## src/rtl/ethernet_pkg.sv

```systemverilog
// Shared Ethernet block types: RX DMA state encoding, stream word layout and
// the controller register map used by the RX DMA and the control unit.
package ethernet_pkg;

  localparam int eth_data_width_lp = 32;
  localparam int eth_addr_width_lp = 14;
  localparam int eth_mtu_lp        = 2048;

  localparam logic [eth_addr_width_lp-1:0] eth_rx_buf_base_lp  = 14'h0000;
  localparam logic [eth_addr_width_lp-1:0] eth_rx_size_addr_lp = 14'h1004;
  localparam logic [eth_addr_width_lp-1:0] eth_rx_ack_addr_lp  = 14'h1010;

  typedef enum logic [2:0] {
    IDLE, RD_SIZE, WAIT_SIZE, DATA, ACK, HOLDOFF
  } rx_dma_state_e;

  typedef struct packed {
    logic [eth_data_width_lp-1:0]   data;
    logic [eth_data_width_lp/8-1:0] keep;
    logic                           last;
  } eth_stream_word_s;

endpackage

```

## src/rtl/bsg_two_fifo.sv

```systemverilog
// Two-entry ready/valid FIFO with registered storage; head is presented
// directly so data stays stable until it is consumed.
module bsg_two_fifo #(
  parameter int width_p = 8
) (
  input  logic               clk_i,
  input  logic               reset_i,
  output logic               ready_o,
  input  logic [width_p-1:0] data_i,
  input  logic               v_i,
  output logic               v_o,
  output logic [width_p-1:0] data_o,
  input  logic               yumi_i
);

  logic [width_p-1:0] mem_r [2];
  logic               head_r, tail_r;
  logic [1:0]         count_r;
  logic               enq, deq;

  assign ready_o = (count_r != 2'd2);
  assign v_o     = (count_r != 2'd0);
  assign data_o  = mem_r[head_r];
  assign enq     = v_i & ready_o;
  assign deq     = yumi_i & v_o;

  always_ff @(posedge clk_i or posedge reset_i) begin
    if (reset_i) begin
      head_r  <= 1'b0;
      tail_r  <= 1'b0;
      count_r <= 2'd0;
    end else begin
      if (enq) tail_r <= ~tail_r;
      if (deq) head_r <= ~head_r;
      count_r <= count_r + 2'(enq) - 2'(deq);
    end
  end

  always_ff @(posedge clk_i) begin
    if (enq) mem_r[tail_r] <= data_i;
  end

endmodule

```

## src/rtl/ethernet_rx_dma.sv

```systemverilog
// Drains received frames from the Ethernet controller register port into an
// AXIS-style stream, then acknowledges each frame so the controller frees it.
module ethernet_rx_dma
  import ethernet_pkg::*;
#(
  parameter int data_width_p = eth_data_width_lp,
  parameter int addr_width_p = eth_addr_width_lp,
  parameter int eth_mtu_p    = eth_mtu_lp,
  parameter logic [addr_width_p-1:0] rx_buf_base_p  = eth_rx_buf_base_lp,
  parameter logic [addr_width_p-1:0] rx_size_addr_p = eth_rx_size_addr_lp,
  parameter logic [addr_width_p-1:0] rx_ack_addr_p  = eth_rx_ack_addr_lp
) (
  input  logic                      clk_i,
  input  logic                      reset_i,
  input  logic                      enable_i,
  input  logic                      rx_avail_i,
  output logic [addr_width_p-1:0]   addr_o,
  output logic                      read_en_o,
  output logic                      write_en_o,
  output logic [data_width_p/8-1:0] write_mask_o,
  output logic [data_width_p-1:0]   write_data_o,
  input  logic [data_width_p-1:0]   read_data_i,
  output logic [data_width_p-1:0]   m_tdata_o,
  output logic [data_width_p/8-1:0] m_tkeep_o,
  output logic                      m_tlast_o,
  output logic                      m_tvalid_o,
  input  logic                      m_tready_i,
  output logic                      busy_o,
  output logic                      error_o,
  output logic [15:0]               frame_count_o
);

  localparam int bytes_lp      = data_width_p/8;
  localparam int lg_bytes_lp   = $clog2(bytes_lp);
  localparam int size_width_lp = $clog2(eth_mtu_p+1);
  localparam int fifo_width_lp = data_width_p + bytes_lp + 1;

  typedef struct packed {
    logic [data_width_p-1:0] data;
    logic [bytes_lp-1:0]     keep;
    logic                    last;
  } rx_word_s;

  rx_dma_state_e            state_r;
  logic [size_width_lp-1:0] words_r, rd_idx_r, rsp_idx_r;
  logic [lg_bytes_lp-1:0]   rem_r;
  logic [1:0]               occ_r;
  logic                     pend_r, err_r, error_r, hold_r;
  logic [15:0]              count_r;

  rx_word_s                 enq_word, deq_word;
  logic                     fifo_ready, fifo_v, deq;
  logic [1:0]               committed;
  logic                     issue;
  logic [size_width_lp-1:0] size_in, words_in;
  logic                     size_bad;
  logic [bytes_lp-1:0]      tail_keep;

  assign size_in  = read_data_i[size_width_lp-1:0];
  assign size_bad = (size_in == '0) || (size_in > size_width_lp'(eth_mtu_p));
  assign words_in = (size_in + size_width_lp'(bytes_lp-1)) >> lg_bytes_lp;

  // Credits count what will sit in the FIFO after this cycle: the word
  // returning now plus current occupancy, less any word leaving now.
  assign deq       = fifo_v & m_tready_i;
  assign committed = occ_r + 2'(pend_r) - 2'(deq);
  assign issue     = (state_r == DATA) && (rd_idx_r != words_r) &&
                     (committed < 2'd2) && fifo_ready;

  assign tail_keep = (rem_r == '0) ? '1 : bytes_lp'((1 << rem_r) - 1);

  always_comb begin
    enq_word      = '0;
    enq_word.data = read_data_i;
    enq_word.last = (rsp_idx_r == words_r - size_width_lp'(1));
    enq_word.keep = enq_word.last ? tail_keep : '1;
  end

  bsg_two_fifo #(.width_p(fifo_width_lp)) out_fifo (
    .clk_i   (clk_i),
    .reset_i (reset_i),
    .ready_o (fifo_ready),
    .data_i  (enq_word),
    .v_i     (pend_r),
    .v_o     (fifo_v),
    .data_o  (deq_word),
    .yumi_i  (deq)
  );

  always_ff @(posedge clk_i or posedge reset_i) begin
    if (reset_i) begin
      state_r   <= IDLE;
      words_r   <= '0;
      rd_idx_r  <= '0;
      rsp_idx_r <= '0;
      rem_r     <= '0;
      occ_r     <= 2'd0;
      pend_r    <= 1'b0;
      err_r     <= 1'b0;
      error_r   <= 1'b0;
      hold_r    <= 1'b0;
      count_r   <= 16'd0;
    end else begin
      error_r <= 1'b0;
      pend_r  <= issue;
      occ_r   <= committed;
      if (issue)  rd_idx_r  <= rd_idx_r + size_width_lp'(1);
      if (pend_r) rsp_idx_r <= rsp_idx_r + size_width_lp'(1);
      unique case (state_r)
        IDLE:    if (enable_i && rx_avail_i) state_r <= RD_SIZE;
        RD_SIZE: state_r <= WAIT_SIZE;
        WAIT_SIZE: begin
          rem_r     <= size_in[lg_bytes_lp-1:0];
          words_r   <= words_in;
          rd_idx_r  <= '0;
          rsp_idx_r <= '0;
          err_r     <= size_bad;
          error_r   <= size_bad;
          state_r   <= size_bad ? ACK : DATA;
        end
        DATA:    if (deq && deq_word.last) state_r <= ACK;
        ACK: begin
          if (!err_r) count_r <= count_r + 16'd1;
          hold_r  <= 1'b0;
          state_r <= HOLDOFF;
        end
        // rx_avail_i lags the ack write; ignore it until it has dropped
        HOLDOFF: begin
          hold_r <= 1'b1;
          if (hold_r) state_r <= IDLE;
        end
        default: state_r <= IDLE;
      endcase
    end
  end

  always_comb begin
    addr_o = '0;
    if (state_r == RD_SIZE)  addr_o = rx_size_addr_p;
    else if (issue)          addr_o = rx_buf_base_p + (addr_width_p'(rd_idx_r) << lg_bytes_lp);
    else if (state_r == ACK) addr_o = rx_ack_addr_p;
  end

  assign read_en_o     = (state_r == RD_SIZE) | issue;
  assign write_en_o    = (state_r == ACK);
  assign write_mask_o  = {bytes_lp{write_en_o}};
  assign write_data_o  = data_width_p'(write_en_o);

  assign m_tvalid_o    = fifo_v;
  assign m_tdata_o     = fifo_v ? deq_word.data : '0;
  assign m_tkeep_o     = fifo_v ? deq_word.keep : '0;
  assign m_tlast_o     = fifo_v & deq_word.last;

  assign busy_o        = (state_r != IDLE);
  assign error_o       = error_r;
  assign frame_count_o = count_r;

endmodule
```

## config.mk

```make
export PLATFORM = sky130hd
export DESIGN_NAME = ethernet_rx_dma
export DESIGN_NICKNAME = d
export VERILOG_FILES = /design/src/rtl/ethernet_pkg.sv /design/src/rtl/bsg_two_fifo.sv /design/src/rtl/ethernet_rx_dma.sv
export SDC_FILE = /design/constraint.sdc
export NUM_CORES = 1
export LEC_CHECK = 0
export ABC_AREA = 1
export ABC_CLOCK_PERIOD_IN_PS = 5300
export CORE_MARGIN = 2
export CORE_UTILIZATION = 45
export DETAILED_ROUTE_END_ITERATION = 16
export PLACE_DENSITY = 0.76
export SYNTH_ARGS = -nofsm -noshare
export SYNTH_HDL_FRONTEND = slang
export SYNTH_SLANG_ARGS = --single-unit
```

## constraint.sdc

```tcl
create_clock -name clk_i -period 5.3 [get_ports clk_i]
set_clock_uncertainty 0.05 [all_clocks]
set_input_delay 0.795 -clock clk_i [delete_from_list [all_inputs] [get_ports clk_i]]
set_output_delay 0.795 -clock clk_i [all_outputs]
set_load 0.05 [all_outputs]
```

==> results.toml, run 1 <==
[power_and_ir_drop]
peakVddDrop_mv = 0.365
power_leakage_nw = 3.94
power.density_nw_per_um2 = 556
total_power_mw = 4.98

[clock_network]
worstSkewPairLatency_ps = 420
path_clk_slew_ps = 60
cts-resized-gates = 0
htree_levels = 4
cts_buffer_depth = 2
cts_tree = "done"
clock_tree.root_cell = "clkbuf_16"
clkSinkCount = 137
numCtsBuffers = 17
cts_setup_buffers = 0
hold_buffers = 0

[logic_synthesis]
synth_top_family_by_area = "simple AND/OR/NAND/NOR gates"
yosysWarnings = 0
synth-seq-cells = 137
synthAdderAreaFrac_pct = 1.74
synthMuxAreaShare_pct = 0
synth_area_um2 = 7170
synth_xor_area_share_pct = 3.91
syn_avg_cell_area_um2 = 8.56
synth-seq-area-share_pct = 52.8
synth_cell_types = 34
yosys.area_share.simple_pct = 25.2
synth_compound_area_share_pct = 5.60
synthCells = 838

[timing]
worst_pin_slew_ps = 1090
maxSlewHeadroom_pct = 27.1
fin_crit_ps = 4330
finalCritPeriodShare_pct = 81.7
grt_setup_unrepaired = "no"
holdWs_ps = 432
hold_viol_final = 0
setup_viol = 0
tns_ps = 0
timing.final.ws_setup_ps = 970
clock.fmax_mhz = 231
slew_violations = 0

[floorplanning]
rows = 46
coreArea_um2 = 15700
num_io_pins = 145
die_y_um = 130
start_util_pct = 45.6
die-area_um2 = 17000
dieWidth_um = 130

[worst_setup_path]
critPathKind = "input port to output pin"
critPathArrivalTime_ps = 3480
critPathMaxStageDelay_ps = 830
critPathLaunchType = "input port"
slowest_stage = "clkdlybuf4s50_1"
cp-end-kind = "output pin"
worstPathMaxFanout = 25
crit_chain = "clkdlybuf4s50_1 -> nand2_1 -> inv_1 -> ha_1 -> inv_1 -> ha_1 -> inv_1 -> nand2_1 -> nand2_1 -> nor2_4 -> nand2_4 -> o21ai_0 -> clkdlybuf4s50_1"
cp.required_ps = 4450

[final_layout]
nets = 994
ff_latch_area_um2 = 3790
area_growth_pct = 25.0
diodes = 0
drive_gt1_share_pct = 6.25
fillers = 1386
multi_input_area_um2 = 2750
finalInstanceArea_um2 = 8960

[drt]
drt-initial-drc-count = 382
wl_mm = 16.1
dr_total_vias = 5727
drcViolationCount = 0
via_per_inst = 4.87
first_pass_iters = 5
drtAntennaViolNets = 0
avgRoutedWirePerCell_um = 13.7

[placed_design]
place_congestion = 0.887
dpl_worst_slack_ps = 984
io_buffers = 111
placed_cell_area_um2 = 8340
dp_hpwl_mm = 11.0

[global_routing]
grt_pass1_vias = 5375
grt_max_degree = 66
track_usage_pct = 19.8
grt_pass1_wl_mm = 26.1
antenna_found_initial = 0
grt-ovfl-total = 0

[flow_run]
maxCapViolCount = 0

[outcome]
outcome = "completed"

[min_path]
min_path_type = "flop to flop"
[state kept, by name, summed over array words and instances (netlist names), 3 cells and up]
name	cells
frame_count_o	16
out_fifo.mem_r	72
rd_idx_r	12
rsp_idx_r	12
state_r	3
words_r	10
[cells in the final DEF, fill, tap and decap left out, types with 3 or more instances in the layout]
master | netlist | final
clkbuf_16 | 0 | 17
nand2_1 | 242 | 242
xor2_1 | 21 | 21
nor2_1 | 71 | 69
nand3_1 | 56 | 56
nand4_1 | 25 | 25
buf_4 | 39 | 5
a21oi_1 | 44 | 44
clkinvlp_4 | 0 | 4
edfxtp_1 | 72 | 72
bufinv_16 | 0 | 4
nor3_1 | 7 | 7
dfrtp_1 | 65 | 65
o21ai_0 | 28 | 28
conb_1 | 1 | 33
ha_1 | 10 | 10
nor2_2 | 6 | 6
inv_2 | 4 | 5
clkdlybuf4s50_1 | 0 | 111
xnor2_1 | 11 | 11
nor2_4 | 1 | 3
inv_1 | 96 | 95
nor3_2 | 4 | 4
clkinv_1 | 1 | 3
[routing by layer]
| layer | routed length, um | GRT usage [%] |
|---|---|---|
| met3 | 966 | 4.02 |
| met2 | 7510 | 33.0 |
| met1 | 7420 | 25.9 |
| met4 | 216 | 6.51 |
| met5 | 0 | 0 |
[metrics by stage]
step | util (%) | instances
after detailed placement | 53.1 | 1144
after floorplan | - | 870
after CTS | 57.0 | 1176
after global routing | 57.0 | 1176
after global placement | 53.1 | 1144
final | 57.0 | 1176
[critical path, delay by kind of cell]
family | cells | cell delay (ps)
simple gates | 5 | 540
buf+inv | 5 | 1510
fa+ha+maj | 2 | 380
compound gates | 1 | 240
[layout make-up]
type | count | share of cell area (%)
clock inverters | 15 | 2.21
inverters | 101 | 4.23
well taps | 216 | 3.02
flip-flops and latches | 137 | 42.3
repair buffers | 116 | 12.8
multi-input cells | 574 | 30.7
clock buffers | 17 | 4.75
[synthesized netlist by cell type]
master	count	area (um2)
nand2_4	1	11.3
nor2_1	71	267
nand3_1	56	280
or2_2	2	12.5
conb_1	1	3.75
o21ai_0	28	140
clkbuf_1	9	33.8
buf_4	39	293
o31ai_1	1	7.51
nand3_2	2	20.0
a211oi_1	1	7.51
a21oi_1	44	220
nand2_2	2	12.5
dfrtp_1	65	1630
ha_1	10	125
nor3_1	7	35.0
nor2_4	1	11.3
inv_1	96	360
buf_1	3	11.3
o21bai_1	1	7.51
nand3b_1	2	15.0
o22ai_1	2	12.5
nor3_2	4	40.0
buf_6	2	22.5
inv_2	4	15.0
xor2_1	21	184
a31oi_1	1	6.26
xnor2_1	11	96.3
edfxtp_1	72	2160
clkinv_1	1	3.75
buf_2	5	25.0
nand2_1	242	908
nor2_2	6	37.5
nand4_1	25	156
[power by group]
part | internal, mW | total [mW] | switching, mW
Combinational | 0.679 | 2.31 | 1.63
Sequential | 1.29 | 1.42 | 0.138
Clock | 0.786 | 1.25 | 0.460
Total | 2.75 | 4.98 | 2.23
[cell families after synthesis]
family / Yosys count
and+or+nand+nor: 421
buffers and inverters: 159
DFF: 137
AOI/OAI and AO/OA: 78
xor gates and xnor gates: 32
adders and majority gates: 10
other: 1
[worst paths after layout]
check | slack [ps] | startpoint | endpoint | cells after the start
setup / recovery | 970 | m_tready_i | addr_o[4] | 13
hold / removal | 430 | occ_r[0]$_DFF_PP0_ | occ_r[0]$_DFF_PP0_ | 1
setup reg to reg | 2990 | state_r[2]$_DFFE_PP0P_ | state_r[0]$_DFFE_PP0P_ | 7
hold reg to reg | 430 | occ_r[0]$_DFF_PP0_ | occ_r[0]$_DFF_PP0_ | 1
max in group asynchronous | 3710 | reset_i | state_r[1]$_DFFE_PP0P_ | 3
min in group asynchronous | 910 | reset_i | frame_count_o[1]$_DFFE_PP0P_ | 3
Power figures use the tool's default switching activity.
==> inputs of run 2 (changes only) <==
--- a/config.mk
+++ b/config.mk
@@ -6,11 +6,11 @@
 export NUM_CORES = 1
 export LEC_CHECK = 0
 export ABC_AREA = 1
-export ABC_CLOCK_PERIOD_IN_PS = 5300
+export ABC_CLOCK_PERIOD_IN_PS = 3800
 export CORE_MARGIN = 2
 export CORE_UTILIZATION = 45
 export DETAILED_ROUTE_END_ITERATION = 16
-export PLACE_DENSITY = 0.76
+export PLACE_DENSITY = 0.79
 export SYNTH_ARGS = -nofsm -noshare
 export SYNTH_HDL_FRONTEND = slang
 export SYNTH_SLANG_ARGS = --single-unit
==> constraint.sdc (replaced) <==
create_clock -name clk_i -period 3.8 [get_ports clk_i]
set_clock_uncertainty 0.05 [all_clocks]
set_input_delay 0.57 -clock clk_i [delete_from_list [all_inputs] [get_ports clk_i]]
set_output_delay 0.57 -clock clk_i [all_outputs]
set_load 0.05 [all_outputs]
==> run 2 against run 1 <==
  * First-iteration DRC count grew 11%
  * Core utilization grew 1.0 points
  * Total power grew 41%
  * Final cell count grew 0.17%
  * Clock power grew 41%
  * Combinational power grew 41%
==> results.toml, run 2 (synthesis gave the netlist of run 1 again) <==
[outcome]
outcome = "completed"

[clock_network]
clock_tree.root_cell = "clkbuf_16"
htree_levels = 4
worstSkewPairLatency_ps = 420
hold_buffers = 0
path_clk_slew_ps = 60
clkSinkCount = 137
cts_setup_buffers = 0
cts_tree = "done"
numCtsBuffers = 17
cts_buffer_depth = 2
cts-resized-gates = 0

[timing]
hold_viol_final = 0
clock.fmax_mhz = 293
finalCritPeriodShare_pct = 89.7
fin_crit_ps = 3410
maxSlewHeadroom_pct = 26.2
tns_ps = 0
worst_pin_slew_ps = 1100
grt_setup_unrepaired = "no"
slew_violations = 0
setup_viol = 0
holdWs_ps = 430

[flow_run]
maxCapViolCount = 0

[global_routing]
antenna_found_initial = 0
grt_pass1_wl_mm = 25.5
grt-ovfl-total = 0
grt_pass1_vias = 5243
grt_max_degree = 38
track_usage_pct = 19.4

[placed_design]
dp_hpwl_mm = 11.0
placed_cell_area_um2 = 8480
io_buffers = 111
dp_cells = 1146
place_congestion = 0.879

[final_layout]
diodes = 0
top_register = "out_fifo.mem_r"
multi_input_area_um2 = 2750
largest_reg_flops = 72
area_growth_pct = 27.2
finalInstanceArea_um2 = 9120
drive_gt1_share_pct = 7.59
fillers = 1364
nets = 996
layout_commonest_cell = "nand2_1"
final_cell_mix = "242 x nand2_1, 98 x clkdlybuf4s50_1, 95 x inv_1, 72 x edfxtp_1, 69 x nor2_1"
ff_latch_area_um2 = 3790
stdcell_count = 1178

[worst_setup_path]
critPathLaunchType = "flop"
critPathKind = "flop to output pin"
cp-end-kind = "output pin"
worstPathMaxFanout = 25
critPathArrivalTime_ps = 2790
cp.required_ps = 3180

[drt]
first_pass_iters = 5
wl_mm = 15.7
dr_total_vias = 5636
avgRoutedWirePerCell_um = 13.3
drcViolationCount = 0
drtAntennaViolNets = 0
via_per_inst = 4.78
drt-initial-drc-count = 424

[min_path]
min_path_type = "flop to flop"

[floorplanning]
die_y_um = 130
rows = 46
dieWidth_um = 130
num_io_pins = 145
coreArea_um2 = 15700
die-area_um2 = 17000
start_util_pct = 45.6

[power_and_ir_drop]
peakVddDrop_mv = 0.605
power.density_nw_per_um2 = 770
power_leakage_nw = 4.02
==> run 2: changes by cell type in the layout (fill, tap and decap cells not counted), sizes merged <==
cell,change
clkinvlp,-3
inv,-2
clkbuf,+2
clkinv,+2
buf,+15
bufinv,+1
clkdlybuf4s50,-13
==> run 2: layer usage <==
metal	track usage [%]	vias to the layer above	share of wire (%)
li1	-	2863	-
met1	25.5	2604	46
met2	32.2	157	48
met3	4.55	12	6.1
met4	5.44	0	0.80
met5	0	-	0
==> run 2: worst max-delay path, stage by stage (launching register included) <==
cell and delay (ps):
dfrtp_1 370, inv_1 100, nand2_1 90, nand2_1 120, inv_1 90, ha_1 290, inv_1 60, ha_1 160
inv_1 50, nand2_1 60, nand2_1 90, nor2_4 130, nand2_4 170, o21ai_0 400, buf_12 190
==> run 2: worst paths after layout <==
path                                                  to  slack, ps  depth (start not counted)                     startpoint
setup / recovery                               addr_o[4]        390                         14  out_fifo.count_r[1]$_DFF_PP0_
hold / removal                        occ_r[0]$_DFF_PP0_        430                          1             occ_r[0]$_DFF_PP0_
setup reg to reg                rd_idx_r[10]$_DFFE_PP0P_       1650                         14  out_fifo.count_r[1]$_DFF_PP0_
hold reg to reg                       occ_r[0]$_DFF_PP0_        430                          1             occ_r[0]$_DFF_PP0_
max in group asynchronous  out_fifo.count_r[1]$_DFF_PP0_       2450                          3                        reset_i
min in group asynchronous           rem_r[0]$_DFFE_PP0N_        540                          2                        reset_i
==> run 2: per-stage QoR <==
stage	util (%)	setup slack (ps)	power, mW
after floorplan	-	145	4.31
after global placement	54.0	505	5.25
after detailed placement	54.0	397	5.30
after CTS	58.0	358	7.08
after global routing	58.0	175	7.44
final	58.0	390	7.02
==> run 2: where the power goes <==
group / internal [mW] / switching [mW] / leakage (nW)
registers: 1.79 / 0.203 / 1.51
logic: 1.00 / 2.26 / 2.21
clock network: 1.16 / 0.601 / 0.306
total: 3.96 / 3.06 / 4.02
==> run 2: layout make-up <==
class                           instances  area share, %
Clock inverter                         13           2.21
Tap cell                              216           2.96
Multi-Input combinational cell        574           30.2
Clock buffer                           19           4.75
Timing Repair Buffer                  118           14.2
Inverter                              101           4.16
Sequential cell                       137           41.5
==> inputs of run 3 (changes only) <==
--- a/config.mk
+++ b/config.mk
@@ -9,8 +9,11 @@
 export ABC_CLOCK_PERIOD_IN_PS = 3800
 export CORE_MARGIN = 2
 export CORE_UTILIZATION = 45
+export CTS_CLUSTER_SIZE = 25
 export DETAILED_ROUTE_END_ITERATION = 16
 export PLACE_DENSITY = 0.79
+export SLEW_MARGIN = 20
 export SYNTH_ARGS = -nofsm -noshare
 export SYNTH_HDL_FRONTEND = slang
 export SYNTH_SLANG_ARGS = --single-unit
+export TNS_END_PERCENT = 50
==> run 3 against run 2 <==
  * Maximum frequency increased by 0.20%
  * Die area unchanged
  * Worst setup slack improved by 6.7 ps
  * Design area increased by 0.22%
  * Clock-buffer cell count unchanged
  * Sequential share of layout area decreased by 0.091 points
  * Sequential cell count unchanged
  * Final cell count about the same
  * Combinational power about the same
  * Highest routed layer unchanged
==> results.toml, run 3 (synthesis gave the netlist of run 1 again) <==
[min_path]
min_path_type = "flop to flop"

[timing]
maxSlewHeadroom_pct = 28.7
finalCritPeriodShare_pct = 89.6
setup_viol = 0
clock.fmax_mhz = 294
slew_violations = 0
timing.final.ws_setup_ps = 396
grt_setup_unrepaired = "no"
worst_pin_slew_ps = 1070
hold_viol_final = 0
fin_crit_ps = 3400
tns_ps = 0

[worst_setup_path]
worstPathMaxFanout = 25
critPathKind = "flop to output pin"
cp.required_ps = 3180
cp-end-kind = "output pin"
critPathArrivalTime_ps = 2780
critPathLaunchType = "flop"

[drt]
drt-initial-drc-count = 433
wl_mm = 15.7
drcViolationCount = 0
drtAntennaViolNets = 0
avgRoutedWirePerCell_um = 13.3
via_per_inst = 4.81
first_pass_iters = 6
dr_total_vias = 5676

[final_layout]
multi_input_area_um2 = 2750
drive_gt1_share_pct = 7.68
layout_commonest_cell = "nand2_1"
top_register = "out_fifo.mem_r"
fillers = 1362
ff_latch_area_um2 = 3790
fin_util_pct = 58.2
area_growth_pct = 27.4
diodes = 0
nets = 997
largest_reg_flops = 72
final_cell_mix = "242 x nand2_1, 98 x clkdlybuf4s50_1, 95 x inv_1, 72 x edfxtp_1, 69 x nor2_1"

[clock_network]
cts_tree = "done"
clock_tree.root_cell = "clkbuf_16"
cts_buffer_depth = 2
hold_buffers = 0
htree_levels = 4
cts-resized-gates = 0
worstSkewPairLatency_ps = 420
clkSinkCount = 137
numCtsBuffers = 17
cts_setup_buffers = 0
path_clk_slew_ps = 60

[global_routing]
track_usage_pct = 19.4
grt_pass1_wl_mm = 25.5
antenna_found_initial = 0
grt_pass1_vias = 5243
grt-ovfl-total = 0
busiest_layer = "met2"
use_met1_pct = 25.5
grt_max_degree = 38
use_met3_pct = 4.55
use_met2_pct = 32.2

[floorplanning]
dieWidth_um = 130
num_io_pins = 145
die-area_um2 = 17000
start_util_pct = 45.6
die_y_um = 130
rows = 46
coreArea_um2 = 15700

[placed_design]
io_buffers = 111
dp_hpwl_mm = 11.0
place_congestion = 0.879
dpl_worst_slack_ps = 397

[flow_run]
maxCapViolCount = 0

[power_and_ir_drop]
power.density_nw_per_um2 = 768
peakVddDrop_mv = 0.606
total_power_mw = 7.02
power_leakage_nw = 4.03

[outcome]
outcome = "completed"
[run 3: area by class of cell]
class / instances / share of cell area (%)
flip-flops and latches: 137 / 41.5
multi-input cells: 574 / 30.1
repair buffers: 119 / 14.4
clock buffers: 19 / 4.74
inverters: 101 / 4.15
well taps: 216 / 2.96
clock inverters: 13 / 2.20
[run 3: metrics by stage]
stage,cell area [um2],std cells,hold slack (ps)
5_1_grt,9140,1179,438
3_3_place_gp,8480,1146,418
2_1_floorplan,7290,870,406
4_1_cts,9120,1178,434
3_5_place_dp,8480,1146,421
6_report,9140,1179,430
[run 3: critical path: stages, from the launching register on]
cell     delay, ps
dfrtp_1        370
inv_1          100
nand2_1         90
nand2_1        120
inv_1           90
ha_1           290
inv_1           60
ha_1           160
inv_1           50
nand2_1         60
nand2_1         90
nor2_4         130
nand2_4        170
o21ai_0        400
buf_12         190
[run 3: path summary, 6_finish.rpt]
kind,slack [ps],cells past startpoint,start,to
max,400,14,out_fifo.count_r[1]$_DFF_PP0_,addr_o[4]
min,430,1,occ_r[0]$_DFF_PP0_,occ_r[0]$_DFF_PP0_
max reg2reg,1660,14,out_fifo.count_r[1]$_DFF_PP0_,rd_idx_r[10]$_DFFE_PP0P_
min reg2reg,430,1,occ_r[0]$_DFF_PP0_,occ_r[0]$_DFF_PP0_
max in group asynchronous,2440,3,reset_i,out_fifo.tail_r$_DFFE_PP0P_
min in group asynchronous,550,2,reset_i,rem_r[0]$_DFFE_PP0N_
[run 3: metal layers]
metal / part of all wire (%) / vias up
met5: 0 / -
met4: 0.80 / 0
met3: 6.0 / 12
met2: 48 / 174
met1: 46 / 2623
li1: - / 2867
[run 3: power breakdown]
part	switching, mW	leakage, nW	internal [mW]
clock	0.599	0.306	1.16
sequential	0.204	1.51	1.79
combinational	2.26	2.21	1.01
total	3.06	4.03	3.96
